**config.mk**
```make
export PLATFORM = sky130hd
export DESIGN_NAME = fetch
export DESIGN_NICKNAME = d
export VERILOG_FILES = /design/src/rtl/fetch.sv
export SDC_FILE = /design/constraint.sdc
export NUM_CORES = 1
export LEC_CHECK = 0
export BUFFER_PORTS_ARGS = -buffer_cell sky130_fd_sc_hd__buf_4
export CAP_MARGIN = 30
export CORE_UTILIZATION = 30
export DETAILED_ROUTE_END_ITERATION = 8
export GPL_TIMING_DRIVEN = 1
export SLEW_MARGIN = 5
export SYNTH_ARGS = -nofsm -noshare
export SYNTH_HDL_FRONTEND = slang
export SYNTH_SLANG_ARGS = --single-unit
```
**constraint.sdc**
```tcl
create_clock -name clk -period 3.4 [get_ports clk]
set_clock_uncertainty 0.15 [all_clocks]
set_input_delay 0.34 -clock clk [delete_from_list [all_inputs] [get_ports clk]]
set_output_delay 0.34 -clock clk [all_outputs]
set_load 0.005 [all_outputs]
```
**src/rtl/fetch.sv**
```systemverilog
// Instruction-fetch stage: drives a 1-cycle synchronous-read imem,
// holds on stall, redirects on branch/jalr, injects NOP while a jalr waits.
module fetch #(
   parameter logic [31:0] RESET_PC = 32'h0000_0000,
   parameter int          ADDR_W   = 14,
   parameter logic [31:0] NOP      = 32'h0000_0013
) (
   input  logic              clk,
   input  logic              rst,
   input  logic              stall,
   input  logic              branch_wrong,
   input  logic [31:0]       branch_target,
   input  logic              jalr_wait,
   input  logic              jalr_done,
   input  logic [31:0]       jalr_target,
   output logic [ADDR_W-1:0] imem_addr,
   input  logic [31:0]       imem_data,
   output logic [31:0]       instr_raw,
   output logic [31:0]       pc_out
);

   localparam logic [0:0] RUN   = 1'b0;
   localparam logic [0:0] JWAIT = 1'b1;

   logic [31:0] fetch_pc_q, fetch_pc_d;
   logic [31:0] req_pc_q, req_pc_d;
   logic        req_valid_q, req_valid_d;
   logic [0:0]  state_q, state_d;
   logic [31:0] sel_pc;
   logic [31:0] br_tgt;
   logic [31:0] jr_tgt;

   assign br_tgt = branch_target & ~32'h3;
   assign jr_tgt = jalr_target & ~32'h3;

   // Next-state and memory address; redirects beat stall, stall beats jalr wait.
   always_comb begin
      fetch_pc_d  = fetch_pc_q;
      req_pc_d    = req_pc_q;
      req_valid_d = req_valid_q;
      state_d     = state_q;
      sel_pc      = fetch_pc_q;
      if (branch_wrong) begin
         sel_pc      = br_tgt;
         req_pc_d    = br_tgt;
         fetch_pc_d  = br_tgt + 32'd4;
         req_valid_d = 1'b1;
         state_d     = RUN;
      end else if (jalr_done) begin
         sel_pc      = jr_tgt;
         req_pc_d    = jr_tgt;
         fetch_pc_d  = jr_tgt + 32'd4;
         req_valid_d = 1'b1;
         state_d     = RUN;
      end else if (stall) begin
         sel_pc = req_pc_q;
      end else if (jalr_wait || state_q == JWAIT) begin
         sel_pc      = fetch_pc_q;
         req_valid_d = 1'b0;
         state_d     = JWAIT;
      end else begin
         sel_pc      = fetch_pc_q;
         req_pc_d    = fetch_pc_q;
         fetch_pc_d  = fetch_pc_q + 32'd4;
         req_valid_d = 1'b1;
      end
   end

   // Fetch state registers with synchronous reset.
   always_ff @(posedge clk) begin
      if (rst) begin
         fetch_pc_q  <= RESET_PC;
         req_pc_q    <= 32'd0;
         req_valid_q <= 1'b0;
         state_q     <= RUN;
      end else begin
         fetch_pc_q  <= fetch_pc_d;
         req_pc_q    <= req_pc_d;
         req_valid_q <= req_valid_d;
         state_q     <= state_d;
      end
   end

   assign imem_addr = ADDR_W'(sel_pc >> 2);
   assign instr_raw = req_valid_q ? imem_data : NOP;
   assign pc_out    = req_pc_q;

endmodule

```
==> flow_metrics.py <==
metrics = {
    "status": {
        "status": "completed",
    },
    "timing": {
        "max_freq_mhz": 364,
        "setup_viol_count_final": 0,
        "rsz0062_at_grt": "false",
        "hold_viol_final": 0,
        "slew_viol_final": 0,
        "timing.slew.headroom_pct": 52.5,
        "timing.final.crit_share_pct": 80.8,
        "min_period_ns": 2.75,
        "final.setup.tns_ns": 0,
        "worst_pin_slew_ns": 0.705,
        "fin_hold_ws_ns": 0.206,
    },
    "power": {
        "cellLeakagePower_nw": 2.62,
        "vdd_drop_max_mv": 0.187,
        "power.density_nw_per_um2": 390,
        "total_power_w": 0.00230,
    },
    "worst_setup_path": {
        "crit_cells": 10,
        "path_class": "flop to flop",
        "cp_num_buf_inv": 2,
        "ff2ff_setup_slack_ns": 0.65,
        "worst_setup_path_start_kind": "flop",
        "worstRegToRegCells": 10,
        "cp.arrival_ns": 2.84,
        "crit_slowest_cell": "or4_1",
        "crit_chain": "mux2i_1 > o21ai_1 > ha_1 > inv_1 > a211oi_1 > nor4b_4 > buf_4 > nand3_1 > or4_1 > a311oi_1",
        "cp_max_fo": 6,
        "crit_required_ns": 3.49,
        "critPathTopFamily": "simple AND/OR/NAND/NOR gates",
        "end_kind": "flop",
        "critPathMaxStageDelay_ns": 0.44,
    },
    "yosys": {
        "netlist_instances": 559,
        "avgSynthCellArea_um2": 7.53,
        "synthArstFlopShare_pct": 0,
        "synthFlopType": "dfxtp_1",
        "yosys_warnings": 0,
        "synth_seq_area_share_pct": 29.5,
        "synth_cell_types": 58,
        "ys_ff_latch": 62,
        "synth-edff-count": 0,
        "synth_area_um2": 4210,
    },
    "global_routing": {
        "grt_max_degree": 64,
        "first_global_vias": 4375,
        "grtUsageTotal_pct": 19.3,
        "antenna_found_initial": 0,
        "grt_pass1_wl_mm": 21.8,
        "grt_overflow": 0,
    },
    "cts": {
        "cts_root_buf": "clkbuf_16",
        "cts_setup_buffers": 0,
        "cts.reportedPaths.clkPinSlew_ns": 0.05,
        "numCtsBuffers": 9,
        "cts_hold_buffers": 0,
        "cts.sinks": 62,
        "clockBufferDepth": 2,
        "cts_tree": "built",
        "cts.repair.resized": 0,
        "clk_latency_ns": 0.34,
        "cts_max_level": 3,
    },
    "routing": {
        "wirelength_mm": 14.1,
        "drcViolationCount": 0,
        "viasPerCell": 5.12,
        "num_vias": 4598,
        "drt_iter0_markers": 223,
        "dr.pass1.iters": 4,
        "ant_nets": 0,
        "wl_per_cell_um": 15.7,
    },
    "worst_hold_path": {
        "whs_path_depth": 3,
        "hold_class": "input port to flop",
    },
    "die": {
        "die_w_um": 120,
        "dieArea_um2": 14500,
        "rows": 42,
        "start_util_pct": 31.3,
        "die_y_um": 120,
        "core-area_um2": 13500,
        "io_pins": 180,
    },
    "placement": {
        "port_buffers": 173,
        "hpwl_mm": 10.7,
        "gp_congestion": 0.799,
    },
    "cells_and_area": {
        "drive_above_1_share_pct": 30.9,
        "syn2layout_area_growth_pct": 40.4,
        "antenna-diode-count": 0,
        "nNetsFinal": 820,
    },
    "flow_run": {
        "cap_violations": 0,
    },
}
[flip-flops by register name, summed over array words and instances, names as in the netlist]
signal,flops
req_valid_q,1
fetch_pc_q,30
state_q,1
pc_out,30
[cells by family (layout without fill, tap and decap cells)]
| logic type | after synthesis | count (layout) | synth area share (%) |
|---|---|---|---|
| simple gates | 246 | 246 | 29.1 |
| compound gates | 143 | 143 | 21.2 |
| flops | 62 | 62 | 29.5 |
| buf+inv | 49 | 211 | 6.63 |
| mux | 45 | 45 | 10.7 |
| xor+xnor | 12 | 12 | 2.50 |
| fa+ha+maj | 1 | 1 | 0.297 |
| other cells | 1 | 2 | 0.0890 |
[path summary, 6_finish.rpt]
check / start / to
worst max-delay path: fetch_pc_q[2] / fetch_pc_q[18]
worst min-delay path: jalr_wait / state_q
worst max register to register: fetch_pc_q[2] / fetch_pc_q[18]
worst min register to register: pc_out[27] / pc_out[27]
[area by class of cell]
cell class,count,area (um2)
inverters,5,18.8
flip-flops and latches,62,1240
multi-input cells,449,2700
repair buffers,190,1440
fillers,1423,7540
well taps,176,220
clock inverters,6,62.6
clock buffers,10,229
[routing by layer]
| layer | share of wire (%) | vias up | GRT usage (%) |
|---|---|---|---|
| met3 | 6.7 | 12 | 4.34 |
| met4 | 1.2 | 0 | 5.09 |
| met5 | 0 | - | 0 |
| met2 | 52 | 159 | 36.5 |
| li1 | - | 2304 | - |
| met1 | 40 | 2123 | 21.5 |
[synth_stat cells (2+ instances only)]
cell,n,share of area (%)
buf_4,2,0.36
buf_2,4,0.48
nand2b_1,3,0.45
nor3_2,2,0.48
nand3_1,11,1.3
a21oi_1,51,6.1
clkbuf_1,24,2.1
xnor2_1,10,2.1
mux2i_1,44,10
dlymetal6s2s_1,2,0.59
a311oi_1,13,2.7
and4_1,2,0.42
inv_1,5,0.45
or4_1,8,1.4
xor2_1,2,0.42
a211oi_1,13,2.3
and2_1,31,4.6
o31ai_1,9,1.6
or3_1,2,0.30
a31o_2,2,0.42
and3_1,3,0.45
o21ai_1,7,0.83
nor3_1,6,0.71
nand4_1,10,1.5
nor2_1,69,6.1
o21ai_0,28,3.3
o21ai_2,2,0.42
dfxtp_1,62,29
o21a_1,11,2.0
nand2_1,82,7.3
buf_1,3,0.27
nor4_1,3,0.45
buf_6,8,2.1
[worst reg2reg max path, delay by kind of cell, from the launching register on]
kind	cells	cell delay, ns
buf+inv	2	0.27
mux	1	0.09
simple gates	3	0.85
flops	1	0.37
fa+ha+maj	1	0.23
compound gates	3	0.70
[per-stage QoR]
| stage | utilization [%] | instances | setup WS (ns) | instance area, um2 |
|---|---|---|---|---|
| final | 44.0 | 898 | 0.652 | 5910 |
| after global routing | 44.0 | 898 | 0.442 | 5910 |
| after CTS | 44.0 | 898 | 0.620 | 5910 |
| after detailed placement | 41.8 | 882 | 0.332 | 5620 |
| after global placement | 41.8 | 882 | 0.429 | 5620 |
| after floorplan | - | 560 | 0.721 | 4220 |
[cells in the final DEF, fill, tap and decap left out, types with 3 or more instances in the layout]
cell type,count
clkinvlp_4,3
nor2_1,69
nor3_1,6
mux2i_1,44
and3_1,3
nand2_1,82
a21oi_1,51
a211oi_1,13
o21a_1,11
nor4_1,3
o21ai_0,28
inv_1,5
xnor2_1,10
nand2b_1,3
nand4_1,10
or4_1,8
o31ai_1,9
clkbuf_16,9
nand3_1,11
a311oi_1,13
buf_4,189
and2_1,31
dfxtp_1,62
o21ai_1,7
[power by group]
part	total (W)	switching (W)	internal [W]
sequential	0.000831	0.0000450	0.000786
combinational	0.000566	0.000278	0.000288
clock	0.000906	0.000342	0.000564
Note: power is estimated with default switching activity, not from simulation.
